**src/rtl/i2c_switch_pkg.sv**
```systemverilog
// i2c_switch_pkg: shared types and constants for the I2C bus switch.
// Latency: n/a (declarations only).
// Backpressure: n/a.
package i2c_switch_pkg;

  // Channel-switch sequencing: wait for an idle bus, then apply for one cycle.
  typedef enum logic [1:0] {
    IDLE    = 2'd0,
    PENDING = 2'd1,
    APPLY   = 2'd2
  } sw_state_t;

  // Largest supported downstream fan-out.
  localparam int MAX_CH = 16;

  // Width of the idle-timeout counter.
  localparam int TMO_W = 16;

endpackage

```
**src/rtl/i2c_line_filter.sv**
```systemverilog
// i2c_line_filter: synchronises one asynchronous bus line and suppresses glitches.
// Latency: SYNC_STAGES + FILT_LEN cycles from a clean input edge to line_filt.
// Backpressure: none; free-running sampler.
module i2c_line_filter #(
  parameter int SYNC_STAGES = 2,
  parameter int FILT_LEN    = 3
) (
  input  logic clk,
  input  logic reset_n,
  input  logic line_in,
  output logic line_filt
);

  localparam int CW = $clog2(FILT_LEN + 1);

  logic [SYNC_STAGES-1:0] sync_q;
  logic [CW-1:0]          cnt_q;
  logic                   line_s;

  assign line_s = sync_q[SYNC_STAGES-1];

  // Synchroniser chain, preset to the released (high) level.
  always_ff @(posedge clk or negedge reset_n) begin
    if (!reset_n) begin
      sync_q <= '1;
    end else begin
      sync_q[0] <= line_in;
      for (int i = 1; i < SYNC_STAGES; i++) begin
        sync_q[i] <= sync_q[i-1];
      end
    end
  end

  // Filtered level flips only after FILT_LEN consecutive samples disagree with it.
  always_ff @(posedge clk or negedge reset_n) begin
    if (!reset_n) begin
      line_filt <= 1'b1;
      cnt_q     <= '0;
    end else if (line_s == line_filt) begin
      cnt_q <= '0;
    end else if (cnt_q == CW'(FILT_LEN - 1)) begin
      line_filt <= line_s;
      cnt_q     <= '0;
    end else begin
      cnt_q <= cnt_q + 1'b1;
    end
  end

endmodule

```
**src/rtl/i2c_bus_switch.sv**
```systemverilog
// i2c_bus_switch: one upstream open-drain I2C bus to NUM_CH downstream buses; channel changes only while idle.
// Latency: data path combinational; accepted select applies 2 cycles later on an idle bus, else 2 cycles after busy falls.
// Backpressure: sel_ready low while a switch is pending; out-of-range requests dropped with sel_err. I2C_SWITCH_IDLE_TIMEOUT_EN adds idle timeout + timeout_evt.
module i2c_bus_switch
  import i2c_switch_pkg::*;
#(
  parameter  int NUM_CH      = 8,
  parameter  int SYNC_STAGES = 2,
  parameter  int FILT_LEN    = 3,
  parameter  int TIMEOUT_CYC = 65535,
  localparam int SEL_W       = $clog2(NUM_CH)
) (
  input  logic              clk,
  input  logic              reset_n,
  input  logic [SEL_W-1:0]  sel_req,
  input  logic              sel_valid,
  output logic              sel_ready,
  output logic              sel_err,
  output logic [SEL_W-1:0]  active_sel,
  output logic              bus_busy,
  output logic              switch_pending,
  input  logic              up_scl_in,
  input  logic              up_sda_in,
  output logic              up_scl_out,
  output logic              up_sda_out,
  input  logic [NUM_CH-1:0] ch_scl_in,
  input  logic [NUM_CH-1:0] ch_sda_in,
  output logic [NUM_CH-1:0] ch_scl_out,
  output logic [NUM_CH-1:0] ch_sda_out
`ifdef I2C_SWITCH_IDLE_TIMEOUT_EN
  ,
  output logic              timeout_evt
`endif
);

  localparam logic [SEL_W:0] NUM_CH_V = (SEL_W + 1)'(NUM_CH);

  // Reject unsupported configurations at elaboration.
  if (NUM_CH < 2 || NUM_CH > MAX_CH || TIMEOUT_CYC < 1 || TIMEOUT_CYC >= (1 << TMO_W)) begin : g_bad_cfg
    $error("i2c_bus_switch: parameter out of range");
  end

  logic             scl_f, sda_f;
  logic             scl_prev, sda_prev;
  logic             start_det, stop_det;
  logic             tmo_hit;
  logic             req_ok, load_sel, reject;
  logic [SEL_W-1:0] sel_q;
  sw_state_t        state_q, state_d;

  i2c_line_filter #(.SYNC_STAGES(SYNC_STAGES), .FILT_LEN(FILT_LEN)) u_scl_filt (
    .clk(clk), .reset_n(reset_n), .line_in(up_scl_in), .line_filt(scl_f)
  );

  i2c_line_filter #(.SYNC_STAGES(SYNC_STAGES), .FILT_LEN(FILT_LEN)) u_sda_filt (
    .clk(clk), .reset_n(reset_n), .line_in(up_sda_in), .line_filt(sda_f)
  );

  // Previous filtered levels for edge detection.
  always_ff @(posedge clk or negedge reset_n) begin
    if (!reset_n) begin
      scl_prev <= 1'b1;
      sda_prev <= 1'b1;
    end else begin
      scl_prev <= scl_f;
      sda_prev <= sda_f;
    end
  end

  // START/STOP: SDA edge while SCL is steadily high.
  assign start_det = scl_f & scl_prev &  sda_prev & ~sda_f;
  assign stop_det  = scl_f & scl_prev & ~sda_prev &  sda_f;

`ifdef I2C_SWITCH_IDLE_TIMEOUT_EN
  logic [TMO_W-1:0] tmo_cnt;
  logic             tmo_run;

  // Count only while busy with both lines steadily high; any low or edge restarts.
  assign tmo_run = bus_busy & scl_f & sda_f & scl_prev & sda_prev;
  assign tmo_hit = tmo_run && (tmo_cnt == TMO_W'(TIMEOUT_CYC - 1));

  // Idle-timeout counter and its one-cycle release event.
  always_ff @(posedge clk or negedge reset_n) begin
    if (!reset_n) begin
      tmo_cnt     <= '0;
      timeout_evt <= 1'b0;
    end else begin
      timeout_evt <= tmo_hit;
      if (tmo_run && !tmo_hit) begin
        tmo_cnt <= tmo_cnt + 1'b1;
      end else begin
        tmo_cnt <= '0;
      end
    end
  end
`else
  assign tmo_hit = 1'b0;
`endif

  // Bus busy between START and STOP; a repeated START simply keeps it set.
  always_ff @(posedge clk or negedge reset_n) begin
    if (!reset_n) begin
      bus_busy <= 1'b0;
    end else if (start_det) begin
      bus_busy <= 1'b1;
    end else if (stop_det || tmo_hit) begin
      bus_busy <= 1'b0;
    end
  end

  // Switch FSM next state and handshake decode.
  always_comb begin
    state_d   = state_q;
    sel_ready = (state_q == IDLE);
    req_ok    = ({1'b0, sel_req} < NUM_CH_V);
    load_sel  = 1'b0;
    reject    = 1'b0;
    case (state_q)
      IDLE: begin
        if (sel_valid) begin
          load_sel = req_ok;
          reject   = !req_ok;
          if (req_ok) state_d = PENDING;
        end
      end
      PENDING: begin
        // A START arriving together with idle wins: keep waiting.
        if (!bus_busy && !start_det) state_d = APPLY;
      end
      APPLY:   state_d = IDLE;
      default: state_d = IDLE;
    endcase
  end

  assign switch_pending = (state_q != IDLE);

  // FSM state, latched request, active channel and reject pulse.
  always_ff @(posedge clk or negedge reset_n) begin
    if (!reset_n) begin
      state_q    <= IDLE;
      sel_q      <= '0;
      active_sel <= '0;
      sel_err    <= 1'b0;
    end else begin
      state_q <= state_d;
      sel_err <= reject;
      if (load_sel) sel_q <= sel_req;
      if (state_q == APPLY) active_sel <= sel_q;
    end
  end

  // Open-drain crossbar: only the active channel is connected; reset releases everything.
  always_comb begin
    ch_scl_out = '1;
    ch_sda_out = '1;
    up_scl_out = 1'b1;
    up_sda_out = 1'b1;
    for (int i = 0; i < NUM_CH; i++) begin
      if (reset_n && active_sel == SEL_W'(i)) begin
        ch_scl_out[i] = up_scl_in;
        ch_sda_out[i] = up_sda_in;
        up_scl_out    = ch_scl_in[i];
        up_sda_out    = ch_sda_in[i];
      end
    end
  end

endmodule

```
**config.mk**
```make
export PLATFORM = sky130hd
export DESIGN_NAME = i2c_bus_switch
export DESIGN_NICKNAME = d
export VERILOG_FILES = /design/src/rtl/i2c_switch_pkg.sv /design/src/rtl/i2c_line_filter.sv /design/src/rtl/i2c_bus_switch.sv
export SDC_FILE = /design/constraint.sdc
export NUM_CORES = 1
export LEC_CHECK = 0
export ABC_CLOCK_PERIOD_IN_PS = 3200
export CAP_MARGIN = 20
export CORE_MARGIN = 2
export CORE_UTILIZATION = 46
export CTS_BUF_LIST = sky130_fd_sc_hd__clkbuf_2 sky130_fd_sc_hd__clkbuf_4 sky130_fd_sc_hd__clkbuf_8
export CTS_CLUSTER_SIZE = 30
export DETAILED_ROUTE_END_ITERATION = 12
export PLACE_DENSITY = 0.91
export SLEW_MARGIN = 10
export SYNTH_ARGS = -nofsm -noshare
export SYNTH_HDL_FRONTEND = slang
export SYNTH_SLANG_ARGS = --single-unit
export TNS_END_PERCENT = 5
```
**constraint.sdc**
```tcl
create_clock -name clk -period 3.2 [get_ports clk]
set_input_delay 0.64 -clock clk [delete_from_list [all_inputs] [get_ports clk]]
set_output_delay 0.64 -clock clk [all_outputs]
set_load 0.02 [all_outputs]
```
==> impl_metrics.tcl <==
set metrics [dict create \
    outcome "finished clean" \
    grt_pass1_wl_um 4190 \
    first_iter_violations 9 \
    cp_common_cell "clkdlybuf4s50_1" \
    yosysTopAreaCell "dfrtp_1" \
    ctsResizeCount 0 \
    cap_violations 0 \
    fmax_mhz 335 \
    timing.slew.headroom 0.610 \
    num_io_pins 49 \
    synth-seq-area-share 0.497 \
    reg2reg_depth 4 \
    wl_met3_um 106 \
    path_max_fanout 4 \
    p_int_uw 729 \
    worstPathArrival_ns 2.35 \
    core_sq_um 2210 \
    finClkSkew_ns 0.0117 \
    p_leak_nw 0.630 \
    start_util 0.488 \
    drtPass1Iterations 4 \
    gp_congestion 0.712 \
    routed.top_layer "met4" \
    power_frac_comb 0.458 \
    clock-root-buffer "clkbuf_4" \
    dp_hpwl_um 2020 \
    grt_pass1_vias 1026 \
    r2r_start "state_q[1]$_DFFE_PN0P_" \
    critPathLaunchType "primary input" \
    syn_nets 135 \
    hp-class "reg2reg" \
    finalPower_mw 1.21 \
    yosys_warnings 0 \
    layout-drive-gt1-share 0.151 \
    yosys-top-cells-area "dfrtp_1 (30%), dfstp_2 (19%), nand2_1 (6.6%), mux2_2 (5.2%), nor2_1 (3.5%)" \
    cpPeakStageDelay_ns 0.63 \
    critPathBufInv 2 \
    wl_met2_um 1360 \
    whs_path_depth 0 \
    drc_errors 0 \
    antennaDiodeCount 0 \
    clockBufferDepth 2 \
    pwr-share-seq 0.438 \
    syn_area_sq_um 1080 \
    grt.overflow.total 0 \
    grt_max_degree 22 \
    cts_hold_buf 0 \
    final_area_sq_um 1600 \
    wl_met1_um 1020 \
    row_count 17 \
    cts_max_level 1 \
    power_density_nw_per_um2 762 \
    p_sw_frac 0.400 \
    finalNetCount 184 \
    die_w_um 52.4 \
    postCtsSetupBuffers 0 \
    wire_per_inst_um 13.5 \
    antenna_found_initial 0 \
    drv_slew 0 \
    clk_pin_slew_ns 0.11 \
    die-area_sq_um 2750 \
    vias_per_cell 5.22 \
    numPortBuffers 47 \
    grt_usage 0.204 \
    critPathRequiredTime_ns 2.56 \
    post_dp_cell_area_sq_um 1570 \
    yosysTopAreaCellShare 0.302 \
    crit_cells 6 \
    cts_tree "yes" \
    place_ws_ns 0.227 \
    synth-seq-cells 21 \
    setup_viol 0 \
    p_switching_uw 486 \
    clk_latency_ns 0.30 \
    cp_top_family "buffers and inverters" \
    period_share 0.933 \
    crit_path_top_delay_cell "clkdlybuf4s50_1" \
    cts_buffers 3 \
    die_h_um 52.4 \
    worst-setup-path-type "in2out" \
    pwr-share-clk 0.104 \
    via_count 977 \
    startpoint "reset_n" \
    area_growth_pct 47.9 \
    ant_nets 0 \
    cp-end-kind "output port" \
    hold_viol_final 0 \
    hold_start "u_sda_filt.sync_q[0]$_DFF_PN1_" \
    fin_tns_setup_ns 0 \
    layout_setup_ws_ns 0.215 \
    vdd_drop_max_v 0.000504 \
    rsz0062_at_grt "no" \
    worst_slew_pin_slew_ns 0.586 \
    clock-sinks 21 \
    syn_inst 111 \
    period_minus_slack_ns 2.99 \
    syn_avg_cell_area_sq_um 9.72 \
    ys_types 33 \
    drt_wl_total_um 2520 \
    crit_chain "clkdlybuf4s50_1, nand2_1, nor2_1, a21oi_1, a31oi_1, clkdlybuf4s50_1" \
]
==> metrics by stage <==
stage | hold slack [ns] | cells | utilization
detailed placement | 0.351 | 183 | 0.708
finish | 0.370 | 187 | 0.721
global route | 0.373 | 187 | 0.721
CTS | 0.370 | 187 | 0.721
floorplan | 0.344 | 111 | -
global placement | 0.346 | 183 | 0.708
==> registers in the layout, summed over array words and instances (netlist names), 2 cells and up <==
signal,count
active_sel,3
u_scl_filt.sync_q,2
sel_q,3
state_q,2
u_sda_filt.sync_q,2
u_scl_filt.cnt_q,2
u_sda_filt.cnt_q,2
==> area by class of cell <==
type / instances / area (sq um)
sequential: 21 / 536
clock buffer: 3 / 22.5
tap: 28 / 35.0
timing repair buffer: 49 / 485
multi-input combinational: 81 / 494
fill: 179 / 617
inverter: 4 / 15.0
clock inverter: 1 / 7.51
==> cell families after synthesis <==
family | after synthesis | synth area share
AO/OA/AOI/OAI | 18 | 0.106
XOR/XNOR | 2 | 0.0162
buffers and inverters | 9 | 0.0452
flip-flops | 21 | 0.497
multiplexers | 11 | 0.116
other | 1 | 0.00348
AND/OR/NAND/NOR | 49 | 0.217
==> final timing paths <==
path                                             endpoint  slack [ns]
max                                            up_scl_out        0.21
min                        u_sda_filt.sync_q[1]$_DFF_PN1_        0.37
max reg2reg                          sel_q[2]$_DFFE_PN0P_        1.86
min reg2reg                u_sda_filt.sync_q[1]$_DFF_PN1_        0.37
max in group asynchronous  u_sda_filt.sync_q[1]$_DFF_PN1_        2.16
min in group asynchronous       active_sel[2]$_DFFE_PN0N_        0.76
==> metal layers <==
metal / vias up / GRT usage
met5: - / 0
met1: 468 / 0.221
met4: 0 / 0.0769
met2: 31 / 0.396
met3: 6 / 0.0229
li1: 472 / -
==> synth_stat cells (all sizes together) <==
master	count
nor2	10
nor3	3
mux2	9
dfrtp	13
nand3	4
a211oi	1
nor2b	5
o211ai	1
buf	5
dfstp	8
a41oi	1
inv	4
mux2i	2
a31oi	3
or2	1
and2	1
conb	1
o21ai	6
o22a	1
a21oi	3
a32oi	1
nor3b	1
xnor2	2
nand2	19
nand2b	3
nand3b	2
a31o	1
==> placed cells by master (no fill, tap or decap), types with 2 or more instances in the layout <==
cell             instances
clkdlybuf4s50_1         47
nand2_1                 19
dfrtp_1                 13
nor2_1                  10
dfstp_2                  8
mux2_2                   5
o21ai_0                  5
nor2b_1                  5
nand3_1                  4
nor3_1                   3
inv_1                    3
nand2b_1                 3
a21oi_1                  3
a31oi_1                  3
mux2_1                   3
clkbuf_4                 3
xnor2_1                  2
mux2i_1                  2
nand3b_1                 2
buf_4                    2
==> power groups by stage <==
| stage | sequential, mW | combinational, mW | clock [mW] |
|---|---|---|---|
| floorplan | 0.484 | 0.390 | 0 |
| global placement | 0.523 | 0.542 | 0 |
| detailed placement | 0.536 | 0.557 | 0 |
| CTS | 0.531 | 0.560 | 0.130 |
| global route | 0.554 | 0.603 | 0.138 |
| finish | 0.532 | 0.556 | 0.126 |
Note: power is estimated with default switching activity, not from simulation.
